===== config.mk =====
export PLATFORM = sky130hd
export DESIGN_NAME = mac_master_0
export DESIGN_NICKNAME = d
export VERILOG_FILES = /design/src/rtl/mac_master_0.sv
export SDC_FILE = /design/constraint.sdc
export NUM_CORES = 1
export LEC_CHECK = 0
export CORE_MARGIN = 2
export CORE_UTILIZATION = 49
export CTS_CLUSTER_DIAMETER = 150
export DETAILED_ROUTE_END_ITERATION = 8
export PLACE_DENSITY = 0.87
export REMOVE_ABC_BUFFERS = 1
export SLEW_MARGIN = 20
export SYNTH_ARGS = -nofsm -noshare
export SYNTH_HDL_FRONTEND = slang
export SYNTH_SLANG_ARGS = --single-unit

===== constraint.sdc =====
create_clock -name clk -period 6.3 [get_ports clk]
set_input_delay 0.945 -clock clk [delete_from_list [all_inputs] [get_ports clk]]
set_output_delay 0.945 -clock clk [all_outputs]
set_load 0.005 [all_outputs]

===== src/rtl/mac_master_0.sv =====
// Bus master for the MAC slave: streams a host-loaded operand buffer under a
// continuous select, then waits (bounded) for the slave acknowledge and captures its result.
module mac_master_0 #(
    parameter int PAIRS   = 8,
    parameter int TIMEOUT = 16
) (
    input  logic                       clk,
    input  logic                       rst,
    input  logic                       wr_en,
    input  logic [$clog2(PAIRS)-1:0]   wr_addr,
    input  logic [15:0]                wr_data,
    input  logic                       start,
    output logic                       busy,
    output logic                       done,
    output logic                       timeout_err,
    output logic [31:0]                result,
    output logic                       sel,
    output logic [31:0]                m_data_out_0,
    input  logic                       ack,
    input  logic [31:0]                m_data_in_0
);

    localparam int AW = $clog2(PAIRS);
    localparam int CW = $clog2(TIMEOUT);
    localparam logic [AW:0]   PAIRS_V = (AW+1)'(PAIRS);
    localparam logic [AW:0]   IDX_ONE = (AW+1)'(1'b1);
    localparam logic [CW-1:0] TO_LAST = CW'(TIMEOUT - 1);
    localparam logic [CW-1:0] CNT_ONE = CW'(1'b1);

    typedef enum logic [1:0] {
        IDLE = 2'd0,
        SEND = 2'd1,
        WAIT = 2'd2
    } state_t;

    state_t        state_r, state_s;
    logic [15:0]   buf_r [PAIRS];
    logic [AW:0]   idx_r, idx_s;
    logic [CW-1:0] wcnt_r, wcnt_s;
    logic          sel_s, done_s, terr_s, buf_wr_s;
    logic [31:0]   data_s, result_s;
    logic [15:0]   buf_rd_s;

    // idx_r holds the index of the next pair to present; reaching PAIRS means all were sent
    assign buf_rd_s = buf_r[idx_r[AW-1:0]];
    assign buf_wr_s = wr_en && (state_r == IDLE) && !start;
    assign busy     = (state_r != IDLE);

    // State register
    always_ff @(posedge clk or posedge rst) begin
        if (rst) begin
            state_r <= IDLE;
        end else begin
            state_r <= state_s;
        end
    end

    // Next-state decode
    always_comb begin
        state_s = state_r;
        case (state_r)
            IDLE: begin
                if (start) state_s = SEND;
                else       state_s = IDLE;
            end
            SEND: begin
                if (idx_r == PAIRS_V) state_s = WAIT;
                else                  state_s = SEND;
            end
            WAIT: begin
                if (ack)                    state_s = IDLE;
                else if (wcnt_r == TO_LAST) state_s = IDLE;
                else                        state_s = WAIT;
            end
            default: state_s = IDLE;
        endcase
    end

    // Next values of the registered outputs and counters
    always_comb begin
        sel_s    = 1'b0;
        data_s   = 32'h0000_0000;
        done_s   = 1'b0;
        terr_s   = 1'b0;
        result_s = result;
        idx_s    = idx_r;
        wcnt_s   = wcnt_r;
        case (state_r)
            IDLE: begin
                if (start) begin
                    sel_s  = 1'b1;
                    data_s = {16'h0000, buf_r[0]};
                    idx_s  = IDX_ONE;
                end else begin
                    idx_s  = '0;
                    wcnt_s = '0;
                end
            end
            SEND: begin
                sel_s = 1'b1;
                if (idx_r == PAIRS_V) begin
                    data_s = 32'h0000_0000;
                    wcnt_s = '0;
                end else begin
                    data_s = {16'h0000, buf_rd_s};
                    idx_s  = idx_r + IDX_ONE;
                end
            end
            WAIT: begin
                // ack on the final permitted cycle still counts as success
                if (ack) begin
                    result_s = m_data_in_0;
                    done_s   = 1'b1;
                end else if (wcnt_r == TO_LAST) begin
                    terr_s = 1'b1;
                end else begin
                    sel_s  = 1'b1;
                    wcnt_s = wcnt_r + CNT_ONE;
                end
            end
            default: begin
                sel_s = 1'b0;
            end
        endcase
    end

    // Output and counter registers
    always_ff @(posedge clk or posedge rst) begin
        if (rst) begin
            sel          <= 1'b0;
            m_data_out_0 <= 32'h0000_0000;
            done         <= 1'b0;
            timeout_err  <= 1'b0;
            result       <= 32'h0000_0000;
            idx_r        <= '0;
            wcnt_r       <= '0;
        end else begin
            sel          <= sel_s;
            m_data_out_0 <= data_s;
            done         <= done_s;
            timeout_err  <= terr_s;
            result       <= result_s;
            idx_r        <= idx_s;
            wcnt_r       <= wcnt_s;
        end
    end

    // Operand buffer, writable only while idle and not starting
    always_ff @(posedge clk or posedge rst) begin
        if (rst) begin
            for (int i = 0; i < PAIRS; i++) buf_r[i] <= 16'h0000;
        end else if (buf_wr_s) begin
            buf_r[wr_addr] <= wr_data;
        end
    end

endmodule

==> results.sh <==
export IMPL_status="finished clean"
export IMPL_worstSetupPathType="register to register"
export IMPL_post_cts_buffers=0
export IMPL_place_hpwl_um=11800
export IMPL_start_util=0.504
export IMPL_netlist_area_um2=8410
export IMPL_final_fill_count=1223
export IMPL_fin_skew_ns=0.00673
export IMPL_fp_coreArea_um2=16700
export IMPL_max_vdd_ir_drop_mv=0.315
export IMPL_period_share=0.523
export IMPL_ys_flop_type="dfrtp_1"
export IMPL_dr_pass1_iters=4
export IMPL_wl_per_cell_um=20.2
export IMPL_fin_nets=752
export IMPL_async_flop_share=1.00
export IMPL_cap_violations=0
export IMPL_r2r_cells=7
export IMPL_post_place_ws_ns=2.57
export IMPL_hold_viol_final=0
export IMPL_rsz0062_at_grt="false"
export IMPL_ctsHoldBuffers=0
export IMPL_clock_latency_ns=0.44
export IMPL_first_global_vias=5689
export IMPL_vias=5211
export IMPL_fin_cells=925
export IMPL_hp_start="buf_r[83]"
export IMPL_timing_rr_start="idx_r[0]"
export IMPL_relSlewSlack=0.297
export IMPL_power_leakage_nw=4.65
export IMPL_drt_iter0_markers=342
export IMPL_ys_seq_area_frac=0.562
export IMPL_layout_common_cells="188 x dfrtp_1, 167 x mux2_2, 107 x clkdlybuf4s50_1, 24 x nand2_1, 17 x clkbuf_16"
export IMPL_hold_class="register to register"
export IMPL_switching_share=0.297
export IMPL_ant_nets=0
export IMPL_power_frac_seq=0.424
export IMPL_layout_commonest_cell="dfrtp_1"
export IMPL_drive_above_1_share=0.334
export IMPL_worst_path_max_fanout=55
export IMPL_ys_types=52
export IMPL_cts_tree="built"
export IMPL_netSwitchingPower_mw=1.26
export IMPL_r2r_slack_ns=3.01
export IMPL_worstPathArrival_ns=3.56
export IMPL_cts_sinks=189
export IMPL_critPathMostFrequentCell="buf_4"
export IMPL_antenna_found_initial=1
export IMPL_wl_um=18700
export IMPL_min_to="buf_r[83]"
export IMPL_vias_per_cell=5.63
export IMPL_clock_power_share=0.241
export IMPL_end_kind="register"
export IMPL_max_stage_delay_ns=0.78
export IMPL_syn_area_per_cell_um2=14.3
export IMPL_post_cts_resized=0
export IMPL_cts_buffers=17
export IMPL_crit_required_ns=6.57
export IMPL_cts_buffer_depth=2
export IMPL_power_density_nw_per_um2=417
export IMPL_slew_viol_final=0
export IMPL_synthCells=590
export IMPL_yosys_warnings=0
export IMPL_htree_levels=4
export IMPL_design_portCount=124
export IMPL_post_route_min_period_ns=3.29
export IMPL_clk_pin_slew_worst_paths_ns=0.07
export IMPL_fin_ws_ns=3.01
export IMPL_start_kind="register"
export IMPL_rows=47
export IMPL_slowest_stage="o41ai_1"
export IMPL_fp_dieArea_um2=18200
export IMPL_comb_power_share=0.335
export IMPL_grt_usage=0.213
export IMPL_port_buffers=107
export IMPL_drc_errors=0
export IMPL_die_w_um=135
export IMPL_tightest_slew_ns=1.05
export IMPL_grt_pass1_wl_um=29800
export IMPL_dp_cells=893
export IMPL_finalSetupViolCount=0
export IMPL_synth_seq_cells=189
export IMPL_synth_edf_count=0
export IMPL_finalSetupTns_ns=0
export IMPL_place_congestion=0.774
export IMPL_r2r_end="m_data_out_0[12]"
export IMPL_p_int_mw=3.00
export IMPL_grt_max_degree=87
export IMPL_path_cells="buf_4, clkinv_1, buf_4, ha_1, nand3b_1, nand2_1, o41ai_1"
export IMPL_chipHeight_um=135
export IMPL_syn2layout_area_growth_pct=21.4
export IMPL_min_delay_path_depth=1
export IMPL_clockRootBuffer="clkbuf_16"
export IMPL_max_freq_mhz=304
export IMPL_overflow=0
## power by group through the flow
stage               Combinational (mW)  Clock [mW]  Sequential, mW
finish                            1.43        1.03            1.81
CTS                               1.44        1.04            1.81
floorplan                        0.745           0            1.86
global placement                  1.36           0            1.79
detailed placement                1.42           0            1.82
global route                      1.53        1.08            1.85
## logic make-up after synthesis
| logic type | share of synthesized area |
|---|---|
| fa+ha+maj | 0.00446 |
| buf+inv | 0.0360 |
| xor+xnor | 0.00104 |
| other cells | 0.000446 |
| flops | 0.562 |
| compound gates | 0.0515 |
| simple gates | 0.0689 |
| mux | 0.275 |
## critical path: cells and delay by family (launching register included)
kind,cells,cell delay (ns)
AOI/OAI and AO/OA,1,0.78
adders and majority gates,1,0.25
buffers and inverters,3,0.96
DFF,1,0.34
and+or+nand+nor,2,0.71
## Yosys cell counts, types with 2 or more instances
library cell / number / area share
a2111oi_0: 9 / 0.0094
buf_4: 18 / 0.016
dfrtp_1: 189 / 0.56
buf_2: 5 / 0.0030
a211oi_1: 11 / 0.0098
nand3b_1: 2 / 0.0018
clkbuf_1: 20 / 0.0089
o22ai_1: 6 / 0.0045
and2_1: 14 / 0.010
nand2_1: 25 / 0.011
nand2b_1: 3 / 0.0022
mux2i_1: 2 / 0.0024
inv_1: 6 / 0.0027
nand3_1: 6 / 0.0036
nor2b_1: 14 / 0.010
ha_1: 3 / 0.0045
buf_6: 2 / 0.0027
nor3b_1: 2 / 0.0018
o41ai_1: 10 / 0.010
mux4_2: 16 / 0.043
nand4b_1: 2 / 0.0021
buf_1: 5 / 0.0022
nor4b_4: 2 / 0.0057
a21oi_1: 3 / 0.0018
o31ai_1: 6 / 0.0054
and2_0: 4 / 0.0030
mux2_1: 5 / 0.0067
nor2_1: 9 / 0.0040
mux2_2: 167 / 0.22
o21ai_0: 2 / 0.0012
## registers in the layout, indices dropped and copies added (netlist names), 2 cells and up
signal and cells:
buf_r 128, idx_r 4, m_data_out_0 16, state_r 2, wcnt_r 4, result 32
## metrics by stage
step / instance area [um2] / total power [mW] / hold slack, ns / util
global placement: 9630 / 3.15 / 0.462 / 0.577
finish: 10200 / 4.26 / 0.488 / 0.612
CTS: 10200 / 4.28 / 0.490 / 0.611
detailed placement: 9630 / 3.24 / 0.475 / 0.577
global route: 10200 / 4.47 / 0.502 / 0.611
floorplan: 8190 / 2.60 / 0.452 / -
## worst max-delay path by stage
stage | end | depth (start not counted) | startpoint
after floorplan | buf_r[0] | 1 | rst
after global placement | buf_r[88] | 4 | start
after detailed placement | buf_r[95] | 4 | start
after CTS | buf_r[88] | 4 | start
after global routing | m_data_out_0[12] | 7 | idx_r[0]
final | m_data_out_0[12] | 7 | idx_r[0]
## per-layer routing
metal | vias up | part of all wire | track usage
li1 | 2337 | - | -
met1 | 2685 | 0.39 | 0.260
met4 | 0 | 0.023 | 0.0903
met2 | 153 | 0.54 | 0.369
met5 | - | 0 | 0
met3 | 36 | 0.048 | 0.0439
## layout make-up
| type | count | area [um2] | share of cell area |
|---|---|---|---|
| inverters | 7 | 31.3 | 0.00306 |
| well taps | 220 | 275 | 0.0270 |
| flip-flops and latches | 189 | 4730 | 0.463 |
| multi-input cells | 359 | 3440 | 0.337 |
| repair buffers | 119 | 1170 | 0.114 |
| diodes | 1 | 2.50 | 0.000245 |
| clock buffers | 24 | 502 | 0.0491 |
| clock inverters | 6 | 60.1 | 0.00588 |
Note: power is estimated with default switching activity, not from simulation.
